## config.mk

```make
export PLATFORM = sky130hd
export DESIGN_NAME = mos_bus_responder
export DESIGN_NICKNAME = d
export VERILOG_FILES = /design/src/rtl/mos_bus_pkg.sv /design/src/rtl/mos_bus_timer.sv /design/src/rtl/mos_bus_responder.sv
export SDC_FILE = /design/constraint.sdc
export NUM_CORES = 1
export LEC_CHECK = 0
export BUFFER_PORTS_ARGS = -buffer_cell sky130_fd_sc_hd__buf_4
export CAP_MARGIN = 20
export CELL_PAD_IN_SITES_DETAIL_PLACEMENT = 0
export CELL_PAD_IN_SITES_GLOBAL_PLACEMENT = 1
export CORE_MARGIN = 8
export CORE_UTILIZATION = 54
export DETAILED_ROUTE_END_ITERATION = 8
export PLACE_DENSITY_LB_ADDON = 0.25
export SLEW_MARGIN = 20
export SYNTH_ARGS = -nofsm -noshare
export SYNTH_HDL_FRONTEND = slang
export SYNTH_HIERARCHICAL = 1
export SYNTH_SLANG_ARGS = --single-unit
```

## constraint.sdc

```tcl
create_clock -name CLK -period 2.4 [get_ports CLK]
set_input_delay 0.48 -clock CLK [delete_from_list [all_inputs] [get_ports CLK]]
set_output_delay 0.48 -clock CLK [all_outputs]
set_load 0.1 [all_outputs]
```

## src/rtl/mos_bus_pkg.sv

```systemverilog
// mos_bus_pkg: shared constants and types for the tinymos6502 bus responder.
// Holds the register-window offsets, CTRL/STATUS bit indices and the
// wait-state FSM encoding used by mos_bus_responder and mos_bus_timer.
package mos_bus_pkg;

  localparam logic [2:0] OFF_RELOAD_LO = 3'd0;
  localparam logic [2:0] OFF_RELOAD_HI = 3'd1;
  localparam logic [2:0] OFF_CTRL      = 3'd2;
  localparam logic [2:0] OFF_STATUS    = 3'd3;
  localparam logic [2:0] OFF_FETCH_LO  = 3'd4;
  localparam logic [2:0] OFF_FETCH_HI  = 3'd5;

  localparam int CTRL_EN     = 0;
  localparam int CTRL_IRQ_EN = 1;
  localparam int CTRL_AUTO   = 2;
  localparam int STAT_PEND   = 0;

  typedef enum logic [1:0] {
    IDLE = 2'd0,
    WAIT = 2'd1,
    DONE = 2'd2
  } wait_state_t;

endpackage

```

## src/rtl/mos_bus_timer.sv

```systemverilog
// mos_bus_timer: memory-mapped 16-bit down-counter with interrupt.
// Ports:
//   clk, rst        clock, asynchronous active-high reset
//   wr_en           completed bus write into the register window
//   wr_off/wr_data  register offset and data of that write
//   rd_off/rd_data  combinational register read (offsets 0..3, else 0)
//   irq             registered PEND & IRQ_EN
module mos_bus_timer
  import mos_bus_pkg::*;
(
  input  logic       clk,
  input  logic       rst,
  input  logic       wr_en,
  input  logic [2:0] wr_off,
  input  logic [7:0] wr_data,
  input  logic [2:0] rd_off,
  output logic [7:0] rd_data,
  output logic       irq
);

  logic [7:0]  reload_lo;
  logic [7:0]  reload_hi;
  logic [2:0]  ctrl;
  logic [15:0] cnt;
  logic        pend;
  logic        ctrl_wr;
  logic        expire;
  logic        clr_req;

  assign ctrl_wr = wr_en && (wr_off == OFF_CTRL);
  assign expire  = ctrl[CTRL_EN] && (cnt == 16'd0);
  assign clr_req = wr_en && (wr_off == OFF_STATUS) && wr_data[STAT_PEND];

  always_ff @(posedge clk or posedge rst) begin
    if (rst) begin
      reload_lo <= 8'h00;
      reload_hi <= 8'h00;
      ctrl      <= 3'b000;
      cnt       <= 16'd0;
      pend      <= 1'b0;
      irq       <= 1'b0;
    end else begin
      if (wr_en && (wr_off == OFF_RELOAD_LO)) reload_lo <= wr_data;
      if (wr_en && (wr_off == OFF_RELOAD_HI)) reload_hi <= wr_data;

      // A CTRL write takes precedence over the running count.
      if (ctrl_wr) begin
        ctrl <= wr_data[2:0];
        if (wr_data[CTRL_EN]) cnt <= {reload_hi, reload_lo};
      end else if (ctrl[CTRL_EN]) begin
        if (cnt == 16'd0) begin
          if (ctrl[CTRL_AUTO]) cnt <= {reload_hi, reload_lo};
          else                 ctrl[CTRL_EN] <= 1'b0;
        end else begin
          cnt <= cnt - 16'd1;
        end
      end

      // Expiry beats a simultaneous write-1-to-clear so no event is lost.
      if (expire)       pend <= 1'b1;
      else if (clr_req) pend <= 1'b0;

      irq <= pend & ctrl[CTRL_IRQ_EN];
    end
  end

  always_comb begin
    rd_data = 8'h00;
    case (rd_off)
      OFF_RELOAD_LO: rd_data = reload_lo;
      OFF_RELOAD_HI: rd_data = reload_hi;
      OFF_CTRL:      rd_data = {5'b00000, ctrl};
      OFF_STATUS:    rd_data = {7'b0000000, pend};
      default:       rd_data = 8'h00;
    endcase
  end

endmodule

```

## src/rtl/mos_bus_responder.sv

```systemverilog
// mos_bus_responder: memory-side responder for the tinymos6502 bus.
// On-chip RAM with wait-state insertion via RDY, plus an 8-byte register
// window holding the timer and an optional opcode-fetch counter.
// Optional feature macro: MOS_RESPONDER_FETCH_CNT_EN (fetch counter at
// offsets 4/5; when undefined those offsets read 0 and ignore writes).
// Ports:
//   CLK, RST        clock, asynchronous active-high reset
//   ADDRESS/RW      CPU address, 1 = read / 0 = write
//   SYNC            CPU opcode-fetch indicator
//   WDATA           CPU write data
//   RDATA/RDATA_OE  read data and its valid/bus-claim flag
//   RDY             0 stalls the CPU in the current cycle
//   IRQ             level interrupt request
module mos_bus_responder
  import mos_bus_pkg::*;
#(
  parameter int          RAM_DEPTH   = 64,
  parameter logic [15:0] RAM_BASE    = 16'h0000,
  parameter logic [15:0] IO_BASE     = 16'hD000,
  parameter int          WAIT_STATES = 1
)(
  input  logic        CLK,
  input  logic        RST,
  input  logic [15:0] ADDRESS,
  input  logic        RW,
  input  logic        SYNC,
  input  logic [7:0]  WDATA,
  output logic [7:0]  RDATA,
  output logic        RDATA_OE,
  output logic        RDY,
  output logic        IRQ
);

  localparam int          AW  = $clog2(RAM_DEPTH);
  localparam logic [3:0]  WS4 = 4'(WAIT_STATES);

  logic          ram_hit;
  logic          io_hit;
  logic [15:0]   io_rel;
  logic [2:0]    io_off;
  logic          stall;
  logic          complete;
  logic          ram_we;
  logic          io_we;
  logic          rd_oe;
  logic [7:0]    ram_q;
  logic [7:0]    io_q;
  logic [7:0]    tmr_rdata;
  logic [AW-1:0] ram_idx;
  logic [7:0]    mem [RAM_DEPTH];
  wait_state_t   state;
  logic [2:0]    wcnt;
  logic          unused_bits;

  assign ram_hit = (ADDRESS[15:AW] == RAM_BASE[15:AW]);
  assign io_hit  = ({1'b0, ADDRESS} >= {1'b0, IO_BASE}) &&
                   ({1'b0, ADDRESS} <= ({1'b0, IO_BASE} + 17'd7));
  assign io_rel  = ADDRESS - IO_BASE;
  assign io_off  = io_rel[2:0];
  assign ram_idx = ADDRESS[AW-1:0];
  assign unused_bits = ^{SYNC, io_rel[15:3]};

  // The first RAM cycle (seen in IDLE) is itself a stall cycle, so the CPU
  // sees exactly WAIT_STATES low cycles: IDLE plus WAIT with wcnt=1..WS-1.
  always_comb begin
    stall = 1'b0;
    if (WAIT_STATES > 0) begin
      case (state)
        IDLE:    stall = ram_hit;
        WAIT:    stall = 1'b1;
        default: stall = 1'b0;
      endcase
    end
  end

  always_ff @(posedge CLK or posedge RST) begin
    if (RST) begin
      state <= IDLE;
      wcnt  <= 3'd0;
    end else begin
      case (state)
        IDLE: begin
          if (ram_hit && (WAIT_STATES > 0)) begin
            wcnt  <= 3'd1;
            state <= (WS4 == 4'd1) ? DONE : WAIT;
          end
        end
        WAIT: begin
          wcnt <= wcnt + 3'd1;
          if (({1'b0, wcnt} + 4'd1) == WS4) state <= DONE;
        end
        DONE: begin
          wcnt  <= 3'd0;
          state <= IDLE;
        end
        default: begin
          wcnt  <= 3'd0;
          state <= IDLE;
        end
      endcase
    end
  end

  // Reset overrides the combinational bus outputs so a mid-WAIT reset
  // releases the CPU immediately even while the address stays on RAM.
  assign complete = (ram_hit || io_hit) && !stall && !RST;
  assign ram_we   = complete && ram_hit && !RW;
  assign io_we    = complete && io_hit && !RW;
  assign rd_oe    = complete && RW;

  assign RDY      = RST || !stall;
  assign RDATA_OE = rd_oe;
  assign RDATA    = !rd_oe ? 8'hFF : (ram_hit ? ram_q : io_q);

  always_ff @(posedge CLK) begin
    if (ram_we) mem[ram_idx] <= WDATA;
  end
  assign ram_q = mem[ram_idx];

  mos_bus_timer u_timer (
    .clk     (CLK),
    .rst     (RST),
    .wr_en   (io_we),
    .wr_off  (io_off),
    .wr_data (WDATA),
    .rd_off  (io_off),
    .rd_data (tmr_rdata),
    .irq     (IRQ)
  );

`ifdef MOS_RESPONDER_FETCH_CNT_EN
  logic [15:0] fetch_cnt;
  logic [7:0]  fetch_hi;

  // Reading the low byte freezes the high byte so a two-byte read is coherent.
  always_ff @(posedge CLK or posedge RST) begin
    if (RST) begin
      fetch_cnt <= 16'd0;
      fetch_hi  <= 8'h00;
    end else begin
      if (io_we && (io_off == OFF_FETCH_LO)) fetch_cnt <= 16'd0;
      else if (complete && SYNC)             fetch_cnt <= fetch_cnt + 16'd1;
      if (rd_oe && io_hit && (io_off == OFF_FETCH_LO)) fetch_hi <= fetch_cnt[15:8];
    end
  end
`endif

  always_comb begin
    io_q = 8'h00;
    case (io_off)
      OFF_RELOAD_LO, OFF_RELOAD_HI, OFF_CTRL, OFF_STATUS: io_q = tmr_rdata;
`ifdef MOS_RESPONDER_FETCH_CNT_EN
      OFF_FETCH_LO: io_q = fetch_cnt[7:0];
      OFF_FETCH_HI: io_q = fetch_hi;
`endif
      default: io_q = 8'h00;
    endcase
  end

endmodule

```

==> qor.txt, run 1 <==
via count - 14000
ys flop type - edfxtp_1
register share of total power - 51.5%
GRT Util Overall - 23.2%
final setup skew - 0.0110 ns
Gate power share - 6.4%
initial cell density of the core - 54.5%
post-synthesis register bit count - 550
post-synthesis mux area share - 10.3%
multi-input logic area - 6810 um2
asr flop ratio synth - 6.91%
adder-cell share of the synthesized area - 0.110%
Filler Cell Count - 2654
TritonCTS clock tree - built
Pre-antenna DRT Iters - 5
violated checks - setup timing
Worst Setup Start Kind - input pin
DR iter-0 viols - 1281
Placed Area - 26500 um2
first-pass GRT wire length - 87100 um
Hold Path Class - input pin to async pin
fin cells - 2286
total of max-cap violations - 0
VDD IR max - 0.591 mV
register area share after synthesis - 71.7%
min Tclk post-route - 2.91 ns
Final GP Congestion - 0.860
dpl hpwl - 37500 um
Inserted Clock Buffers - 55
crit end category - output port
share of layout cells above drive strength 1 - 35.9%
DIE AREA - 49000 um2
syn nets - 1462
GR Overflow Total - 0
synthesis-to-layout area growth - 28.1%
dpl ws - -0.879 ns
diodes inserted - 0
vias per std cell - 6.11
XOR/XNOR Fraction of Synth Area - 0%
simple-gate share of the synthesized area - 6.34%
Power Dens Cells - 698 nW/um2
YS warnings - 6
clock share of power - 42.1%
Synth area leaders - edfxtp_1 68%, mux2i_1 7.0%, dfrtp_1 4.2%
# setup viols final - 8
residual DRC count - 0
Final Power - 20.3 mW
Compound-Gate Fraction of Synth Area - 9.17%
Fin Setup TNS - -3.71 ns
Slew Viols, Final - 0
Synth Cell Area - 22800 um2
Final Hold Vio Count - 0
Relative slew margins - 42.8%
FMAX - 344 MHz
Worst Setup Slack, final - -0.509 ns
placed cell count - 2177
unrepaired setup endpoints after global routing - yes
DIE HEIGHT - 221 um
leak pwr - 10.4 nW
clock sinks - 550
CTS Buffer Depth - 3
Slew @ Worst Pin - 0.857 ns
Distinct cells, synth - 64
Buffers on Ports - 37
Die Width - 221 um
Wirelength per Cell - 25.4 um
row count - 75
Clock Tree Root - clkbuf_16
CP Class - input pin to output port
IO Pins - 39
Routed Antenna Nets - 0
vias in the first global route - 14200
post-synthesis average cell area - 15.9 um2
Switch Pwr - 4.30 mW
final core utilization - 69.8%
final worst path period share - 121%
switching part of the total power - 21.1%
post-synth top area share - 67.5%
Clock Latency Late Sink - 0.59 ns
count of nets after finishing - 1737
commonest cells in the netlist - 512 x edfxtp_1, 160 x mux2i_1, 87 x nor2_1
H-tree levels - 2
Post-synth EDFFs - 512
hold_ws - 0.0605 ns
CTS clk-pin slew, worst paths - 0.07 ns
outcome - finished with violations
Cells after Synth - 1432
most numerous cell in the Yosys netlist - edfxtp_1
WP data arrival - 2.43 ns
Worst Path Max Fanout - 6
CP Data Required Time - 1.92 ns
initial antenna violation count - 0
area leader, netlist - edfxtp_1
total wire length after detailed routing - 58000 um
final instance area - 29200 um2
pin count of the biggest net entering global routing - 68
Register Area - 16300 um2
internal power - 16.0 mW
Core ar. - 41800 um2
largest family of logic cells by synthesized area - multiplexers
-- sequential cells by signal, indices dropped and copies added (netlist names) --
name               cells
u_timer/reload_lo      8
u_timer/pend           1
u_timer/cnt           16
mem                  512
u_timer/reload_hi      8
u_timer/ctrl           3
u_timer/irq            1
state                  1
-- area by class of cell --
type                            instances  share of cell area [%]
Sequential cell                       550                    56.0
Multi-Input combinational cell        768                    23.4
Timing Repair Buffer                  317                    12.0
Clock buffer                           62                    4.81
Tap cell                              539                    2.31
Clock inverter                         35                    1.32
Inverter                               15                   0.210
-- metal layers --
metal / track usage, % / part of all wire (%) / up-vias
li1: - / - / 6276
met4: 7.28 / 2.5 / 0
met2: 39.0 / 50 / 475
met3: 3.47 / 6.1 / 82
met5: 0 / 0 / -
met1: 31.0 / 42 / 7144
-- layout by cell type, fill, tap and decap left out, drive strengths merged, types with 35 or more instances in the layout --
cell,count
nand2,51
buf,314
dfrtp,38
mux2i,160
o22ai,51
a21oi,35
clkbuf,62
edfxtp,512
nor2,87
a221oi,41
-- path summary, 6_finish.rpt --
path	from	end	slack, ns	cells after the start
max	ADDRESS[9]	RDATA[0]	-0.51	10
min	RST	u_timer/cnt[3]	0.06	3
max reg2reg	state[1]	mem[7][4]	0.28	7
min reg2reg	state[1]	state[1]	0.51	1
max in group asynchronous	RST	state[1]	1.81	3
min in group CLK	ADDRESS[12]	state[1]	0.32	5
-- critical path, cell delays in order --
cell	delay [ns]
buf_6	0.09
nor4_4	0.33
buf_4	0.19
and3_4	0.20
nand4b_1	0.17
buf_6	0.21
a2111oi_2	0.23
buf_4	0.21
a31oi_4	0.12
buf_12	0.19
-- cells by family (layout without fill, tap and decap cells) --
logic type	count (synthesis)	count (layout)
flip-flops	550	550
adder cells (fa/ha/maj)	2	2
AO/OA/AOI/OAI	280	280
multiplexers	209	209
buffers and inverters	115	429
AND/OR/NAND/NOR	276	277
-- power groups by stage --
stage                     clock [mW]  combinational, mW  sequential, mW
final                           8.57               1.30            10.5
after CTS                       8.69               1.25            10.5
after global placement             0               1.14            10.7
after global routing            9.04               1.36            10.5
after floorplan                    0              0.615            10.7
after detailed placement           0               1.16            10.7
-- timing repair --
action,4_1_cts,5_1_grt
hold endpoints to repair,1,0
pin swaps,14,18
hold buffers,1,0
endpoints found under the setup margin,26,26
gates resized for setup,93,68
buffers inserted,6,3
cloned,2,2
No activity file was read; power rests on OpenSTA's default activity.
==> run 2: changes to the inputs <==
--- a/config.mk
+++ b/config.mk
@@ -6,7 +6,7 @@
 export NUM_CORES = 1
 export LEC_CHECK = 0
 export BUFFER_PORTS_ARGS = -buffer_cell sky130_fd_sc_hd__buf_4
-export CAP_MARGIN = 20
+export CAP_MARGIN = 15
 export CELL_PAD_IN_SITES_DETAIL_PLACEMENT = 0
 export CELL_PAD_IN_SITES_GLOBAL_PLACEMENT = 1
 export CORE_MARGIN = 8
==> constraint.sdc (replaced) <==
create_clock -name CLK -period 3.3 [get_ports CLK]
set_input_delay 0.66 -clock CLK [delete_from_list [all_inputs] [get_ports CLK]]
set_output_delay 0.66 -clock CLK [all_outputs]
set_load 0.1 [all_outputs]
==> run 2 against run 1 <==
  * The run now ends clean
  * Critical path type unchanged
  * Register-to-register slack improved by 0.95 ns
  * Utilization decreased by 3.3 points
  * Sequential power decreased by 27%
  * Non-clock buffer count decreased by 36
  * Sequential share of layout area increased by 2.7 points
  * Total power decreased by 27%
  * Hold slack improved by 0.14 ns
  * Flip-flop and latch count unchanged
  * Critical path depth decreased by 1
  * Clock skew increased by 0.0097 ns
  * Cell count decreased by 1.4%
==> qor.txt, run 2 (same netlist as run 1, synthesis figures left out) <==
synthesis-to-layout area growth - 22.1% (was 28.1%)
reg-to-reg slack, setup - 1.23 ns (was 0.28 ns)
VDD IR max - 0.441 mV (was 0.591 mV)
Slew Viols, Final - 0 (unchanged)
share of layout cells above drive strength 1 - 28.5% (was 35.9%)
Gate power share - 5.9% (was 6.4%)
final setup skew - 0.0207 ns (was 0.0110 ns)
Largest Register - mem (unchanged)
CTS Buffer Depth - 3 (unchanged)
H-tree levels - 2 (unchanged)
register share of total power - 51.4% (was 51.5%)
DR iter-0 viols - 1370 (was 1281)
reg-to-reg critical path startpoint - u_timer/cnt[0] (was state[1])
most frequent cells in the layout - 512 x edfxtp_1, 238 x buf_4, 157 x mux2i_1, 86 x nor2_1, 56 x clkbuf_16 (was 512 x edfxtp_1, 214 x buf_4, 160 x mux2i_1, 75 x buf_12, 58 x nor2_2)
Clock Latency Late Sink - 0.61 ns (was 0.59 ns)
CP Data Required Time - 2.64 ns (was 1.92 ns)
WP data arrival - 2.62 ns (was 2.43 ns)
r2r endpoint - u_timer/cnt[2] (was mem[7][4])
FMAX - 305 MHz
unrepaired setup endpoints after global routing - yes (unchanged)
CP startpoint - ADDRESS[3] (was ADDRESS[9])
GRT Util Overall - 22.7% (was 23.2%)
FF-to-FF path depth - 8 (was 7)
Switch Pwr - 3.09 mW (was 4.30 mW)
Fin Setup TNS - 0 ns (was -3.71 ns)
initial antenna violation count - 0 (unchanged)
Clock Tree Root - clkbuf_16 (unchanged)
first-pass GRT wire length - 85300 um (was 87100 um)
GR Overflow Total - 0 (unchanged)
Buffers on Ports - 37 (unchanged)
diodes inserted - 0 (unchanged)
Slew @ Worst Pin - 0.808 ns (was 0.857 ns)
total of max-cap violations - 0 (unchanged)
Worst Path Max Fanout - 11 (was 6)
dpl hpwl - 35500 um (was 37500 um)
Wirelength per Cell - 24.9 um (was 25.4 um)
CP Class - input pin to output port (unchanged)
CTS clk-pin slew, worst paths - 0.06 ns (was 0.07 ns)
residual DRC count - 0 (unchanged)
Filler Cell Count - 2834 (was 2654)
min Tclk post-route - 3.28 ns
final worst path period share - 99.3%
DIE HEIGHT - 221 um (unchanged)
IO Pins - 39 (unchanged)
internal power - 11.7 mW (was 16.0 mW)
via count - 13800 (was 14000)
vias per std cell - 6.14 (was 6.11)
clock sinks - 550 (unchanged)
Routed Antenna Nets - 0 (unchanged)
vias in the first global route - 13900 (was 14200)
Final GP Congestion - 0.925 (was 0.860)
row count - 75 (unchanged)
# setup viols final - 0 (was 8)
pin count of the biggest net entering global routing - 68 (unchanged)
placed cell count - 2142 (was 2177)
clock share of power - 42.7% (was 42.1%)
switching part of the total power - 20.8% (was 21.1%)
Power Dens Cells - 534 nW/um2 (was 698 nW/um2)
Relative slew margins - 46.2% (was 42.8%)
Final Power - 14.8 mW (was 20.3 mW)
Inserted Clock Buffers - 55 (unchanged)
number of flip-flops in the largest register - 512 (unchanged)
crit end category - output port (unchanged)
leak pwr - 10.1 nW (was 10.4 nW)
Core ar. - 41800 um2 (unchanged)
hold_ws - 0.198 ns (was 0.0605 ns)
DIE AREA - 49000 um2 (unchanged)
count of nets after finishing - 1700 (was 1737)
Worst Setup Start Kind - input pin (unchanged)
outcome - finished clean (was finished with violations)
total wire length after detailed routing - 56100 um (was 58000 um)
most common cell after layout, fill and taps aside - edfxtp_1 (unchanged)
initial cell density of the core - 54.5% (unchanged)
TritonCTS clock tree - built (unchanged)
Worst Setup EP - RDATA[6] (was RDATA[0])
fin cells - 2255 (was 2286)
Pre-antenna DRT Iters - 7 (was 5)
Final Hold Vio Count - 0 (unchanged)
top flop regs - mem: 512 flops, u_timer/cnt: 16 flops (unchanged)
Hold Path Class - input pin to async pin (unchanged)
Die Width - 221 um (unchanged)
[run 2: cell types whose count changed in the layout (fill, tap and decap cells not counted), sizes merged]
cell	change
or2	-1
clkinv	-1
bufbuf	+1
clkinvlp	-2
buf	-37
clkbuf	+9
[run 2: worst max-delay path, cell delays in order]
cell      delay, ns
buf_4          0.11
buf_4          0.19
nand3b_1       0.36
buf_4          0.28
o21bai_1       0.16
nor4bb_4       0.17
buf_4          0.15
a41oi_4        0.30
buf_12         0.21
[run 2: cell type report]
class                           count  area (um2)  area share, %
Clock buffer                       71        1470           5.28
Clock inverter                     32         377           1.35
Inverter                           15        56.3          0.203
Multi-Input combinational cell    767        6290           22.6
Tap cell                          539         674           2.43
Timing Repair Buffer              281        2600           9.35
Sequential cell                   550       16300           58.7
[run 2: power groups by stage]
stage / combinational, mW / sequential, mW / clock (mW)
6_report: 0.878 / 7.62 / 6.34
5_1_grt: 0.932 / 7.62 / 6.70
4_1_cts: 0.856 / 7.62 / 6.45
3_5_place_dp: 0.800 / 7.77 / 0
3_3_place_gp: 0.786 / 7.77 / 0
2_1_floorplan: 0.409 / 7.77 / 0
[run 2: worst min path at each step]
stage,startpoint,to
CTS,RST,u_timer/reload_lo[4]
detailed placement,state[1],state[1]
global placement,u_timer/cnt[14],u_timer/cnt[14]
finish,RST,u_timer/reload_hi[0]
floorplan,RST,state[1]
global route,RST,u_timer/irq
[run 2: metal layers]
layer	wire [um]	global-route usage, %
met1	24200	32.4
met2	25400	34.6
met3	5000	5.07
met4	1420	7.00
met5	0	0
[run 2: repair_timing]
| item | in CTS | in global routing |
|---|---|---|
| gates resized for setup | 70 | 34 |
| setup endpoints to repair | 8 | 8 |
| pin swaps | 6 | 12 |
| hold endpoints to repair | 1 | 0 |
| gates cloned | 4 | 0 |
| hold buffers | 1 | 0 |
| buffers inserted | 2 | 4 |
[run 2: metrics by stage]
step / instance area, um2 / util, % / setup slack, ns
6_report: 27800 / 66.6 / 0.0220
5_1_grt: 27800 / 66.6 / -0.0312
4_1_cts: 27600 / 66.2 / -0.0183
3_5_place_dp: 25300 / 60.6 / -0.401
3_3_place_gp: 25300 / 60.6 / -0.433
2_1_floorplan: 22900 / - / 0.0256
